File: src/rtl/game_2048_pkg.sv
// Shared constants and types for the 2048 control sequencer.
package game_2048_pkg;

   // Default cell width and the cell value that ends the game as a win (2^11 = 2048)
   localparam int NUM_WIDTH = 4;
   localparam int WIN_VALUE = 11;

   // Move direction encodings presented on mv_dir
   localparam logic [1:0] DIR_L = 2'd0;
   localparam logic [1:0] DIR_R = 2'd1;
   localparam logic [1:0] DIR_U = 2'd2;
   localparam logic [1:0] DIR_D = 2'd3;

   // Sequencer states
   typedef enum logic [3:0] {
      ST_INIT_CLR,
      ST_INIT_SP1,
      ST_INIT_SP2,
      ST_IDLE,
      ST_MOVE,
      ST_SPAWN,
      ST_CHECK,
      ST_WON,
      ST_LOST
   } state_t;

endpackage

File: src/rtl/board_eval_2048.sv
// Combinational board evaluation: any winning cell, any empty cell, and any
// pair of equal horizontally or vertically adjacent cells.
module board_eval_2048 #(
   parameter int NUM_WIDTH = game_2048_pkg::NUM_WIDTH,
   parameter int WIN_VALUE = game_2048_pkg::WIN_VALUE
) (
   input  logic [0:NUM_WIDTH*16-1] board,
   output logic                    has_win,
   output logic                    has_empty,
   output logic                    has_merge
);
   import game_2048_pkg::*;

   localparam logic [NUM_WIDTH-1:0] WIN_CELL = WIN_VALUE[NUM_WIDTH-1:0];

   logic [NUM_WIDTH-1:0] cells [16];
   logic [15:0]          cellWin;
   logic [15:0]          cellEmpty;
   logic [11:0]          horizEq;
   logic [11:0]          vertEq;

   genvar gi;
   generate
      // Unpack cells and flag win / empty per cell
      for (gi = 0; gi < 16; gi++) begin : gCell
         assign cells[gi]     = board[gi*NUM_WIDTH +: NUM_WIDTH];
         assign cellWin[gi]   = (cells[gi] >= WIN_CELL);
         assign cellEmpty[gi] = (cells[gi] == '0);
      end
      // Three horizontal neighbour pairs per row
      for (gi = 0; gi < 12; gi++) begin : gHoriz
         localparam int K = (gi / 3) * 4 + (gi % 3);
         assign horizEq[gi] = (cells[K] == cells[K+1]);
      end
      // Cell above / cell below for the top three rows
      for (gi = 0; gi < 12; gi++) begin : gVert
         assign vertEq[gi] = (cells[gi] == cells[gi+4]);
      end
   endgenerate

   assign has_win   = |cellWin;
   assign has_empty = |cellEmpty;
   assign has_merge = (|horizEq) | (|vertEq);

endmodule

File: src/rtl/game_ctrl_2048.sv
// 2048 control sequencer: button front end, direction arbitration with a
// one-deep pending slot, and the req/done command sequencer for the board
// datapath with move counting and win/lose evaluation.
module game_ctrl_2048 #(
   parameter int NUM_WIDTH = game_2048_pkg::NUM_WIDTH,
   parameter int WIN_VALUE = game_2048_pkg::WIN_VALUE
) (
   input  logic                    clk,
   input  logic                    rst,
   input  logic                    btnL,
   input  logic                    btnR,
   input  logic                    btnU,
   input  logic                    btnD,
   input  logic                    btnC,
   input  logic [0:NUM_WIDTH*16-1] board,
   output logic                    mv_req,
   output logic [1:0]              mv_dir,
   input  logic                    mv_done,
   input  logic                    mv_changed,
   output logic                    spawn_req,
   input  logic                    spawn_done,
   output logic                    clear_req,
   output logic                    busy,
   output logic                    won,
   output logic                    lost,
   output logic [15:0]             move_count
);
   import game_2048_pkg::*;

   // Button bits: 0 L, 1 R, 2 U, 3 D, 4 C
   logic [4:0] btnRaw;
   logic [4:0] btnEdge;
   assign btnRaw = {btnC, btnD, btnU, btnR, btnL};

   genvar gi;
   generate
      for (gi = 0; gi < 5; gi++) begin : gBtnSync
         logic syncStage1Reg;
         logic syncStage2Reg;
         logic prevReg;
         // Two-flop synchroniser followed by a previous-value flop for edge detect
         always_ff @(posedge clk or posedge rst) begin
            if (rst) begin
               syncStage1Reg <= 1'b0;
               syncStage2Reg <= 1'b0;
               prevReg       <= 1'b0;
            end else begin
               syncStage1Reg <= btnRaw[gi];
               syncStage2Reg <= syncStage1Reg;
               prevReg       <= syncStage2Reg;
            end
         end
         assign btnEdge[gi] = syncStage2Reg & ~prevReg;
      end
   endgenerate

   logic       anyDir;
   logic       newGame;
   logic [1:0] arbDir;
   assign anyDir  = |btnEdge[3:0];
   assign newGame = btnEdge[4];

   // Fixed-priority arbitration of simultaneous direction edges: L > R > U > D
   always_comb begin
      arbDir = DIR_D;
      if (btnEdge[0])      arbDir = DIR_L;
      else if (btnEdge[1]) arbDir = DIR_R;
      else if (btnEdge[2]) arbDir = DIR_U;
   end

   logic hasWin;
   logic hasEmpty;
   logic hasMerge;

   board_eval_2048 #(
      .NUM_WIDTH (NUM_WIDTH),
      .WIN_VALUE (WIN_VALUE)
   ) boardEval (
      .board     (board),
      .has_win   (hasWin),
      .has_empty (hasEmpty),
      .has_merge (hasMerge)
   );

   state_t      stateReg, stateNext;
   logic [1:0]  mvDirReg, mvDirNext;
   logic        mvReqReg, mvReqNext;
   logic        spawnReqReg, spawnReqNext;
   logic        clearReqReg, clearReqNext;
   logic        busyReg, busyNext;
   logic        wonReg, wonNext;
   logic        lostReg, lostNext;
   logic [15:0] countReg, countNext;
   logic        pendValidReg, pendValidNext;
   logic [1:0]  pendDirReg, pendDirNext;

   logic busyState;
   assign busyState = !(stateReg inside {ST_IDLE, ST_WON, ST_LOST});

   // Next-state, pending slot, counters and registered-output decode
   always_comb begin
      stateNext     = stateReg;
      mvDirNext     = mvDirReg;
      wonNext       = wonReg;
      lostNext      = lostReg;
      countNext     = countReg;
      pendValidNext = pendValidReg;
      pendDirNext   = pendDirReg;

      // A direction seen while a command is in flight waits in the slot if it is free
      if (busyState && anyDir && !pendValidReg) begin
         pendValidNext = 1'b1;
         pendDirNext   = arbDir;
      end

      case (stateReg)
         ST_INIT_CLR: begin
            // Dwell until the clear pulse has been driven for one cycle
            if (clearReqReg) stateNext = ST_INIT_SP1;
         end
         ST_INIT_SP1: begin
            if (spawn_done && spawnReqReg) stateNext = ST_INIT_SP2;
         end
         ST_INIT_SP2: begin
            if (spawn_done && spawnReqReg) stateNext = ST_IDLE;
         end
         ST_IDLE: begin
            if (newGame) begin
               stateNext = ST_INIT_CLR;
            end else if (pendValidReg) begin
               stateNext     = ST_MOVE;
               mvDirNext     = pendDirReg;
               pendValidNext = 1'b0;
            end else if (anyDir) begin
               stateNext = ST_MOVE;
               mvDirNext = arbDir;
            end
         end
         ST_MOVE: begin
            if (mv_done && mvReqReg) begin
               if (mv_changed) begin
                  if (countReg != 16'hFFFF) countNext = countReg + 16'd1;
                  stateNext = ST_SPAWN;
               end else begin
                  stateNext = ST_IDLE;
               end
            end
         end
         ST_SPAWN: begin
            if (spawn_done && spawnReqReg) stateNext = ST_CHECK;
         end
         ST_CHECK: begin
            if (hasWin) begin
               stateNext = ST_WON;
               wonNext   = 1'b1;
            end else if (!hasEmpty && !hasMerge) begin
               stateNext = ST_LOST;
               lostNext  = 1'b1;
            end else begin
               stateNext = ST_IDLE;
            end
         end
         ST_WON, ST_LOST: begin
            if (newGame) begin
               stateNext = ST_INIT_CLR;
               wonNext   = 1'b0;
               lostNext  = 1'b0;
               countNext = 16'd0;
            end
         end
         default: stateNext = ST_INIT_CLR;
      endcase

      // Terminal states and a fresh game start with an empty slot
      if ((stateNext != stateReg) && (stateNext inside {ST_WON, ST_LOST, ST_INIT_CLR}))
         pendValidNext = 1'b0;

      // Spawn requests drop for at least a cycle after each accepted done,
      // so back-to-back init spawns appear as two distinct requests
      mvReqNext    = (stateNext == ST_MOVE);
      spawnReqNext = (stateNext inside {ST_INIT_SP1, ST_INIT_SP2, ST_SPAWN})
                     && !(spawnReqReg && spawn_done);
      clearReqNext = (stateReg == ST_INIT_CLR) && !clearReqReg;
      busyNext     = !(stateNext inside {ST_IDLE, ST_WON, ST_LOST});
   end

   // State and registered outputs; reset drops any request immediately
   always_ff @(posedge clk or posedge rst) begin
      if (rst) begin
         stateReg     <= ST_INIT_CLR;
         mvDirReg     <= DIR_L;
         mvReqReg     <= 1'b0;
         spawnReqReg  <= 1'b0;
         clearReqReg  <= 1'b0;
         busyReg      <= 1'b1;
         wonReg       <= 1'b0;
         lostReg      <= 1'b0;
         countReg     <= 16'd0;
         pendValidReg <= 1'b0;
         pendDirReg   <= DIR_L;
      end else begin
         stateReg     <= stateNext;
         mvDirReg     <= mvDirNext;
         mvReqReg     <= mvReqNext;
         spawnReqReg  <= spawnReqNext;
         clearReqReg  <= clearReqNext;
         busyReg      <= busyNext;
         wonReg       <= wonNext;
         lostReg      <= lostNext;
         countReg     <= countNext;
         pendValidReg <= pendValidNext;
         pendDirReg   <= pendDirNext;
      end
   end

   assign mv_req     = mvReqReg;
   assign mv_dir     = mvDirReg;
   assign spawn_req  = spawnReqReg;
   assign clear_req  = clearReqReg;
   assign busy       = busyReg;
   assign won        = wonReg;
   assign lost       = lostReg;
   assign move_count = countReg;

endmodule

File: config.mk
export PLATFORM = sky130hd
export DESIGN_NAME = game_ctrl_2048
export DESIGN_NICKNAME = d
export VERILOG_FILES = /design/src/rtl/game_2048_pkg.sv /design/src/rtl/board_eval_2048.sv /design/src/rtl/game_ctrl_2048.sv
export SDC_FILE = /design/constraint.sdc
export NUM_CORES = 1
export LEC_CHECK = 0
export CAP_MARGIN = 10
export CORE_AREA = 5 5 120 122
export DETAILED_ROUTE_END_ITERATION = 12
export DIE_AREA = 0 0 125 127
export SYNTH_ARGS = -nofsm -noshare
export SYNTH_HDL_FRONTEND = slang
export SYNTH_HIERARCHICAL = 1
export SYNTH_SLANG_ARGS = --single-unit
File: constraint.sdc
create_clock -name clk -period 2.95 [get_ports clk]
set_input_delay 0.4425 -clock clk [delete_from_list [all_inputs] [get_ports clk]]
set_output_delay 0.4425 -clock clk [all_outputs]
set_load 0.02 [all_outputs]
### Yosys cells after proc, flatten, opt, wreduce, memory -nomap -nowiden

Index checks and enable logic that the tools add are counted.

| word-level totals | value |
|---|---|
| bits in registers | 46 |
| bits of input ports | 74 |
| output and inout port bits | 24 |
| logic and storage cells | 187 |

| cells by class | value |
|---|---|
| add/sub/neg operators | 1 |
| magnitude comparators | 16 |
| equal/unequal tests | 48 |
| mux-type cells | 34 |
| bitwise gates (word level) | 12 |
| reduce and logical (&&, ||, !) cells | 50 |

Operators with widths:

| kind | number |
|---|---|
| $eq A4 B4 Y1 | 24 |
| $logic_not A4 Y1 | 18 |
| $ge A4 B4 Y1 const B | 16 |
| $mux W16 | 4 |
| $mux W4 | 11 |
| $pmux W16 S2 | 1 |
| $pmux W4 S8 | 1 |
| $reduce_or A16 Y1 | 2 |
| $eq A4 B3 Y1 const B | 7 |
| $reduce_or A12 Y1 | 2 |
| $add A16 B1 Y16 const B | 1 |
| $eq A4 B2 Y1 const B | 4 |
| $ne A16 B16 Y1 const B | 1 |
| $ne A2 B2 Y1 const B | 6 |
| $reduce_bool A3 Y1 | 4 |
| $mux W1 | 10 |
| $eq A4 B1 Y1 const B | 2 |
| $eq A4 B4 Y1 const B | 2 |
| $logic_and A1 B1 Y1 | 8 |
| $mux W2 | 4 |
| $logic_not A1 Y1 | 7 |
| $not A1 Y1 | 6 |
| $reduce_and A3 Y1 | 2 |
| $reduce_bool A2 Y1 | 3 |
| other kinds (10) | 15 |

### Longest topological paths before layout

Gate-level depths: netlist of the first run.

| depth | value |
|---|---|
| depth in word-level cells | 12 |
| gate-level depth with buffers | 12 |
| depth with buffers taken out | 11 |

### Modules after synthesis

The synthesis of the first run kept the hierarchy.

Modules (own cells, without submodules):

| module | instances | cells an instance | area each (µm²) | seq. area each (µm²) |
|---|---|---|---|---|
| game_ctrl_2048 | 1 | 212 | 2175.8 | 1152.4 |
| board_eval_2048 | 1 | 230 | 1665.3 | 0.0 |

### Least setup slack after synthesis of the first run

Ideal clock, no wire load.

| path | value |
|---|---|
| kind | input to register |
| from | input board[30] (netlist bit) |
| to | register pendValidReg |
| setup time | 0.122 ns |
| arrival time | 2.356 ns |
| required time | 2.828 ns |
| path slack | 0.472 ns |
| cell stages on the path | 12 |
| path buffers | 1 |
| path through | buf_4 -> xnor2_1 -> nand4_1 -> nand4_1 -> nor4_1 -> nand3_1 -> nor3_1 -> nand2b_1 -> o2111ai_1 -> nor3b_1 -> nand2_1 -> a32o_1 |

| between the ends | value |
|---|---|
| longest elaborated chain between the ends | 12 |
| elaborated cells on any way between the ends | 23 |
| those cells by class | order compare (1); eq/ne (6); mux (4); bitwise (1); reduce/logical (11) |

RTL lines:

| what | RTL line | text |
|---|---|---|
| start, declared | game_ctrl_2048.sv:15 | `input logic [0:NUM_WIDTH*16-1] board,` |
| $eq A4 B4 Y1 (on tied branches) | board_eval_2048.sv:33, board_eval_2048.sv:37 |  |
| $reduce_or A12 Y1 | board_eval_2048.sv:43 | `assign has_merge = (\|horizEq) \| (\|vertEq);` |
| $or A1 B1 Y1 (*) | board_eval_2048.sv:43 |  |
| net hasMerge | game_ctrl_2048.sv:73 | `logic hasMerge;` |
| $logic_not A1 Y1 (*) | game_ctrl_2048.sv:156 | `end else if (!hasEmpty && !hasMerge) begin` |
| $logic_and A1 B1 Y1 (*) | game_ctrl_2048.sv:156 |  |
| $mux W4 (*) | game_ctrl_2048.sv:156 |  |
| $mux W4 (*) | game_ctrl_2048.sv:153 | `if (hasWin) begin` |
| $pmux W4 S8 (*) | game_ctrl_2048.sv:116 | `case (stateReg)` |
| $eq A4 B3 Y1 (tied with other cells) | game_ctrl_2048.sv:175 | `if ((stateNext != stateReg) && (stateNext inside {ST_WON, ST_LOST, ST_INIT_CLR}))` |
| $reduce_bool A3 Y1 | game_ctrl_2048.sv:175 |  |
| $logic_and A1 B1 Y1 (*) | game_ctrl_2048.sv:175 |  |
| $mux W1 (*) | game_ctrl_2048.sv:175 |  |
| net pendValidNext | game_ctrl_2048.sv:94 | `logic pendValidReg, pendValidNext;` |
| end signal, assigned | game_ctrl_2048.sv:211 | `pendValidReg <= pendValidNext;` |
| end, declared | game_ctrl_2048.sv:94 |  |

The timed path passes the listed nets; every way through them passes the cells marked *.
A chain may end at the register's enable or synchronous reset.

### Worst setup path in the final report of the first run

| path | value |
|---|---|
| from | input board[22] (netlist bit) |
| to | register pendValidReg |

Same word-level chain as after synthesis.

==> impl_metrics.csv, run 1 <==
group,metric,value,unit
power,leakage,2.17,nW
clock_network,cts_tree,"yes",
detailed_routing,wl_met3,746,um
logic_synthesis,ys_seq_area_frac,0.300,
timing,drv_slew,0,
setup_path,start_kind,"input pin",
setup_path,critical_path.slowest_cell,"clkdlybuf4s50_1",
floorplanning,fp.coreArea,0.0131,mm2
setup_path,cp_slowest_stage_delay,0.58,ns
place,io_buffers,97,
setup_path,ff2ff_path_depth,6,
setup_path,cp_data_required_time,3.13,ns
floorplanning,die_area,0.0159,mm2
finish,fin_area,0.00517,mm2
finish,layout.nets,598,
setup_path,crit_chain,"clkdlybuf4s50_1 > xnor2_1 > nand4_1 > nand4_1 > nor4_2 > nand3_1 > nor3_2 > nand2b_4 > o2111ai_2 > nor3b_2 > nand2_1 > a32o_1",
place,dp_hpwl,9010,um
global_route,grt_use_total,0.142,
setup_path,cp-end-kind,"flop",
logic_synthesis,syn_area,0.00384,mm2
logic_synthesis,synth_ff_type,"dfrtp_1",
place,place_area,0.00492,mm2
min_path,hold_depth,0,
clock_network,path_clk_slew,0.07,ns
timing,rsz0062_at_grt,"false",
outcome,status,"finished clean",
detailed_routing,ant_nets,0,
clock_network,cts_buffers,5,
clock_network,cts_htree_levels,2,
clock_network,clk_latency,0.29,ns
detailed_routing,drc,0,
global_route,grt_pass1_vias,3604,
setup_path,cp.depth,12,
power,swShare,0.361,
place,dpl.cell_count,692,
timing,finalSetupViolations,0,
setup_path,critPathBufInv,1,
power,clkPwrFrac,0.230,
floorplanning,num_rows,42,
timing,fin_crit_sh,0.952,
floorplanning,top_level_ports,98,
setup_path,reg2reg_slack,0.61,ns
power,ir_drop,269,uV
logic_synthesis,synth_nets,517,
timing,fin_crit,2.81,ns
logic_synthesis,ys_seq_elements,46,
global_route,grt_max_degree,31,
detailed_routing,drt-vias-per-instance,4.93,
global_route,antenna_found_initial,2,
timing,slew_headroom,0.590,
logic_synthesis,synth_top_area_cell,"dfrtp_1",
timing,skew,0.00332,ns
finish,layout-drive-gt1-share,0.111,
detailed_routing,dr_wl_met2,5390,um
finish,fillers,1313,
detailed_routing,vias,3463,
timing,final_hold_viol_count,0,
finish,multi_input_area,0.00231,mm2
power,p_switching,0.896,mW
timing,worstMarginPinSlew,0.606,ns
setup_path,crit_type,"input pin to flop",
clock_network,cts_root_buffer,"clkbuf_16",
detailed_routing,drtPass1Iterations,4,
detailed_routing,drt-total-wl,11400,um
setup_path,r2r-end,"move_count[11]$_DFFE_PP0P_",
clock_network,clk_path_buf_depth,2,
power,p_comb_frac,0.418,
floorplanning,die_h,127,um
detailed_routing,highest-signal-layer,"met4",
logic_synthesis,synthTopCellsByCount,"70 x xnor2_1, 45 x dfrtp_1, 37 x xor2_1",
job,max_cap_viol_count,0,
timing,fmax,0.356,GHz
logic_synthesis,synth_area_per_cell,8.69,um2
clock_network,cts_setup_buffers,0,
setup_path,crit_path_end,"pendValidReg$_DFF_PP0_",
floorplanning,start_util,0.294,
min_path,hold_path_class,"flop to flop",
logic_synthesis,syn-instance-count,442,
setup_path,arrival,2.98,ns
detailed_routing,wire_per_inst,16.2,um
global_route,grt_pass1_wl,18900,um
logic_synthesis,yosysMostFrequentCell,"xnor2_1",
clock_network,hold_buffers,0,
logic_synthesis,synth_cell_types,52,
finish,seqCellArea,0.00115,mm2
logic_synthesis,synth_area_leaders,"dfrtp_1 29%, xnor2_1 16%, xor2_1 8.4%",
power,power_density,480,mW/mm2
place,place_congestion,0.881,
power,pwr-share-seq,0.351,
setup_path,worstPathMaxFanout,6,
power,internal-power,1.58,mW
setup_path,critPathLaunch,"board[22]",
logic_synthesis,async_flop_share,1.00,
logic_synthesis,synth.top_cell.area_share,0.293,
setup_path,cp_top_family,"simple AND/OR/NAND/NOR gates",
detailed_routing,wl_met1,5030,um
setup_path,critPathMostFrequentCell,"nand4_1",
logic_synthesis,synth_edf_count,0,
finish,area_delta_synth_final,34.6,%
setup_path,rr_startpoint,"move_count[0]$_DFFE_PP0P_",
clock_network,cts_sinks,46,
floorplanning,fp.dieW,125,um
global_route,overflow,0,
logic_synthesis,yosysWarnings,6,
detailed_routing,initialDrtViolationCount,228,
finish,layoutNonFillerInstCount,702,
[registers in the layout (all words and copies together) (netlist names)]
name                    flops
move_count                 16
gBtnSync.prevReg            5
gBtnSync.syncStage1Reg      5
gBtnSync.syncStage2Reg      5
stateReg                    4
mv_dir                      2
pendDirReg                  2
busy                        1
clear_req                   1
lost                        1
mv_req                      1
pendValidReg                1
spawn_req                   1
won                         1
[metal layers]
layer  vias up  track usage
li1       1698            -
met1      1642        0.194
met2       106        0.228
met3        17       0.0355
met4         0       0.0338
met5         -            0
[stage by stage]
stage / power (mW) / hold WS, ns / utilization / setup WS, ns / TNS (ns)
floorplan: 1.56 / 0.331 / - / 0.472 / 0
global placement: 1.87 / 0.335 / 0.376 / -0.365 / -1.29
detailed placement: 1.89 / 0.335 / 0.376 / -0.405 / -1.41
CTS: 2.48 / 0.350 / 0.388 / 0.0282 / 0
global route: 2.65 / 0.353 / 0.395 / 0.00168 / 0
finish: 2.48 / 0.349 / 0.395 / 0.141 / 0
[placed cells by master, fill, tap and decap left out, types with 3 or more instances in the layout]
cell type         n
dfrtp_1          45
nand4_1          29
nand2_1          14
and4_1            3
clkdlybuf4s50_1  72
nor2_1           25
clkbuf_16         5
inv_1            13
dlygate4sd2_1     4
a21o_1            8
dlymetal6s2s_1   21
xor2_1           37
or3_1             3
o22ai_1           4
nor4_1           31
a221oi_1          3
xnor2_1          70
o21ai_0          12
buf_4            34
a21oi_1          22
nand3_1           8
a31oi_1           4
nand2b_1          3
and2_1            4
nor2b_1           4
[worst min path at each step]
stage,start,end,slack (ns)
finish,gBtnSync[0].syncStage1Reg$_DFF_PP0_,gBtnSync[0].syncStage2Reg$_DFF_PP0_,0.35
global route,gBtnSync[0].syncStage1Reg$_DFF_PP0_,gBtnSync[0].syncStage2Reg$_DFF_PP0_,0.35
CTS,gBtnSync[0].syncStage1Reg$_DFF_PP0_,gBtnSync[0].syncStage2Reg$_DFF_PP0_,0.35
detailed placement,gBtnSync[0].syncStage1Reg$_DFF_PP0_,gBtnSync[0].syncStage2Reg$_DFF_PP0_,0.33
global placement,gBtnSync[4].syncStage1Reg$_DFF_PP0_,gBtnSync[4].syncStage2Reg$_DFF_PP0_,0.33
floorplan,gBtnSync[0].syncStage1Reg$_DFF_PP0_,gBtnSync[0].syncStage2Reg$_DFF_PP0_,0.33
[logic make-up after synthesis]
group	count (synthesis)	share of synthesized area
AO/OA/AOI/OAI	66	0.109
XOR/XNOR	107	0.244
adder cells (fa/ha/maj)	1	0.00326
buffers and inverters	71	0.108
flip-flops	46	0.300
multiplexers	3	0.00814
AND/OR/NAND/NOR	148	0.228
[cell type report]
| type | instances | area share |
|---|---|---|
| flip-flops and latches | 46 | 0.223 |
| clock buffers | 5 | 0.0242 |
| well taps | 176 | 0.0426 |
| clock inverters | 3 | 0.00484 |
| inverters | 14 | 0.0102 |
| repair buffers | 131 | 0.246 |
| multi-input cells | 325 | 0.448 |
| diodes | 2 | 0.000968 |
[repair_timing]
| action | 4_1_cts | 5_1_grt |
|---|---|---|
| pin swaps | 0 | 6 |
| gates resized for setup | 6 | 26 |
| endpoints found under the setup margin | 3 | 4 |
[power by group through the flow]
stage               combinational [mW]  clock [mW]  sequential [mW]
global placement                 0.993           0            0.877
detailed placement                1.00           0            0.882
floorplan                        0.720           0            0.839
finish                            1.04       0.571            0.871
CTS                               1.02       0.584            0.870
global route                      1.15       0.609            0.893
No activity file was read; power rests on OpenSTA's default activity.
==> run 2: changes to the inputs <==
Clock period 2.95 ns to 3.08 ns, I/O delays scaled along.
==> impl_metrics.csv, run 2 (same netlist as run 1, synthesis figures left out) <==
group,metric,value,unit
setup_path,reg2reg_slack,0.75,ns
min_path,hp-start,"gBtnSync[0].syncStage1Reg$_DFF_PP0_",
floorplanning,fp.dieW,125,um
finish,layout.nets,585,
detailed_routing,drc,0,
clock_network,cts_tree,"yes",
floorplanning,die_area,0.0159,mm2
floorplanning,fp.coreArea,0.0131,mm2
finish,mostFrequentLayoutCells,"86 x clkdlybuf4s50_1, 70 x xnor2_1, 45 x dfrtp_1",
setup_path,worstPathMaxFanout,5,
global_route,grt_max_degree,47,
setup_path,cp.depth,12,
setup_path,cp_top_family,"simple AND/OR/NAND/NOR gates",
finish,mostFrequentLayoutCell,"clkdlybuf4s50_1",
detailed_routing,vias,3426,
finish,layout-drive-gt1-share,0.0802,
job,max_cap_viol_count,0,
setup_path,r2r-end,"move_count[11]$_DFFE_PP0P_",
min_path,hold_depth,0,
detailed_routing,initialDrtViolationCount,201,
setup_path,start_kind,"input pin",
timing,tns,0,ns
finish,fin_util,0.384,
place,io_buffers,97,
timing,fin_crit,2.91,ns
detailed_routing,drtPass1Iterations,4,
clock_network,clk_latency,0.29,ns
clock_network,clk_path_buf_depth,2,
clock_network,cts_setup_buffers,0,
place,pre_cts_slack,-0.349,ns
global_route,overflow,0,
timing,skew,0.00605,ns
detailed_routing,drt-vias-per-instance,4.98,
detailed_routing,ant_nets,0,
setup_path,cp_data_required_time,3.26,ns
clock_network,path_clk_slew,0.07,ns
floorplanning,top_level_ports,98,
setup_path,critPathBufInv,1,
setup_path,cp-end-kind,"flop",
timing,slew_headroom,0.587,
detailed_routing,drt-total-wl,11300,um
finish,area_delta_synth_final,30.7,%
place,dp_hpwl,8990,um
min_path,whs_endpoint,"gBtnSync[0].syncStage2Reg$_DFF_PP0_",
setup_path,critPathMostFrequentCell,"nand4_1",
global_route,grt_pass1_vias,3665,
setup_path,arrival,3.09,ns
clock_network,cts_htree_levels,2,
timing,worstMarginPinSlew,0.611,ns
floorplanning,num_rows,42,
setup_path,cp_slowest_stage_delay,0.55,ns
power,ir_drop,227,uV
clock_network,cts_root_buffer,"clkbuf_16",
floorplanning,start_util,0.294,
timing,setup_ws,0.167,ns
setup_path,crit_chain,"clkdlybuf4s50_1 > xnor2_1 > nand4_1 > nand4_1 > nor4_2 > nand3_1 > nor3_1 > nand2b_1 > o2111ai_1 > nor3b_2 > nand2_1 > a32o_1",
floorplanning,die_h,127,um
outcome,status,"finished clean",
power,power_density,469,mW/mm2
setup_path,ff2ff_path_depth,6,
global_route,antenna_found_initial,1,
timing,fin_crit_sh,0.946,
timing,drv_slew,0,
setup_path,crit_type,"input pin to flop",
clock_network,hold_buffers,0,
min_path,hold_path_class,"flop to flop",
timing,finalSetupViolations,0,
detailed_routing,wire_per_inst,16.4,um
finish,largest_reg_flops,16,
global_route,grt_use_total,0.140,
clock_network,cts_buffers,5,
power,leakage,1.99,nW
timing,final_hold_viol_count,0,
setup_path,critical_path.slowest_cell,"clkdlybuf4s50_1",
place,place_congestion,0.904,
clock_network,cts_sinks,46,
global_route,grt_pass1_wl,18500,um
setup_path,rr_startpoint,"move_count[0]$_DFFE_PP0P_",
timing,fmax,0.343,GHz
==> run 2: changes by cell type in the layout (fill, tap and decap cells not counted), moves of 3 or more <==
cell,previous run,this run
clkdlybuf4s50_1,72,86
dlygate4sd2_1,4,1
buf_4,34,21
dlymetal6s2s_1,21,10
==> run 2: per-layer routing <==
layer  GRT usage  share of wire
met2       0.230           0.46
met3      0.0326          0.056
met5           0              0
met1       0.186           0.46
met4      0.0344          0.019
==> run 2: power breakdown <==
group          internal (mW)  switching (mW)  total [mW]
clock network          0.305           0.241       0.546
registers              0.700           0.135       0.834
logic                  0.497           0.475       0.972
total                   1.50           0.851        2.35
==> run 2: area by class of cell <==
class / count / area (um2)
fillers: 1308 / 8070
multi-input cells: 325 / 2290
flip-flops and latches: 46 / 1150
repair buffers: 118 / 1150
well taps: 176 / 220
clock buffers: 5 / 125
inverters: 14 / 52.6
clock inverters: 3 / 25.0
diodes: 1 / 2.50
==> run 2: what timing repair did <==
item | in CTS | in global routing
gates resized for setup | 2 | 12
gates cloned | 0 | 0
setup endpoints to repair | 3 | 4
==> run 2: worst max-delay path by stage <==
stage / start / end / slack [ns]
2_1_floorplan: board[30] / pendValidReg$_DFF_PP0_ / 0.58
3_3_place_gp: board[38] / pendValidReg$_DFF_PP0_ / -0.24
3_5_place_dp: board[38] / pendValidReg$_DFF_PP0_ / -0.35
4_1_cts: board[43] / pendValidReg$_DFF_PP0_ / 0.02
5_1_grt: board[29] / pendValidReg$_DFF_PP0_ / -0.009
6_report: board[56] / pendValidReg$_DFF_PP0_ / 0.17
==> run 2: through the flow <==
step	hold WS [ns]	instances	instance area [um2]	total power, mW
finish	0.348	688	5020	2.35
global route	0.355	688	5020	2.50
CTS	0.350	687	4980	2.35
floorplan	0.331	442	3840	1.49
detailed placement	0.335	679	4830	1.80
global placement	0.333	679	4830	1.78
==> run 2: worst register-to-register path: stages, from the launching register on <==
cell	delay, ns
dfrtp_1	0.44
ha_1	0.30
and4_1	0.24
and2_1	0.16
or4_1	0.63
or3_1	0.35
a21oi_1	0.14
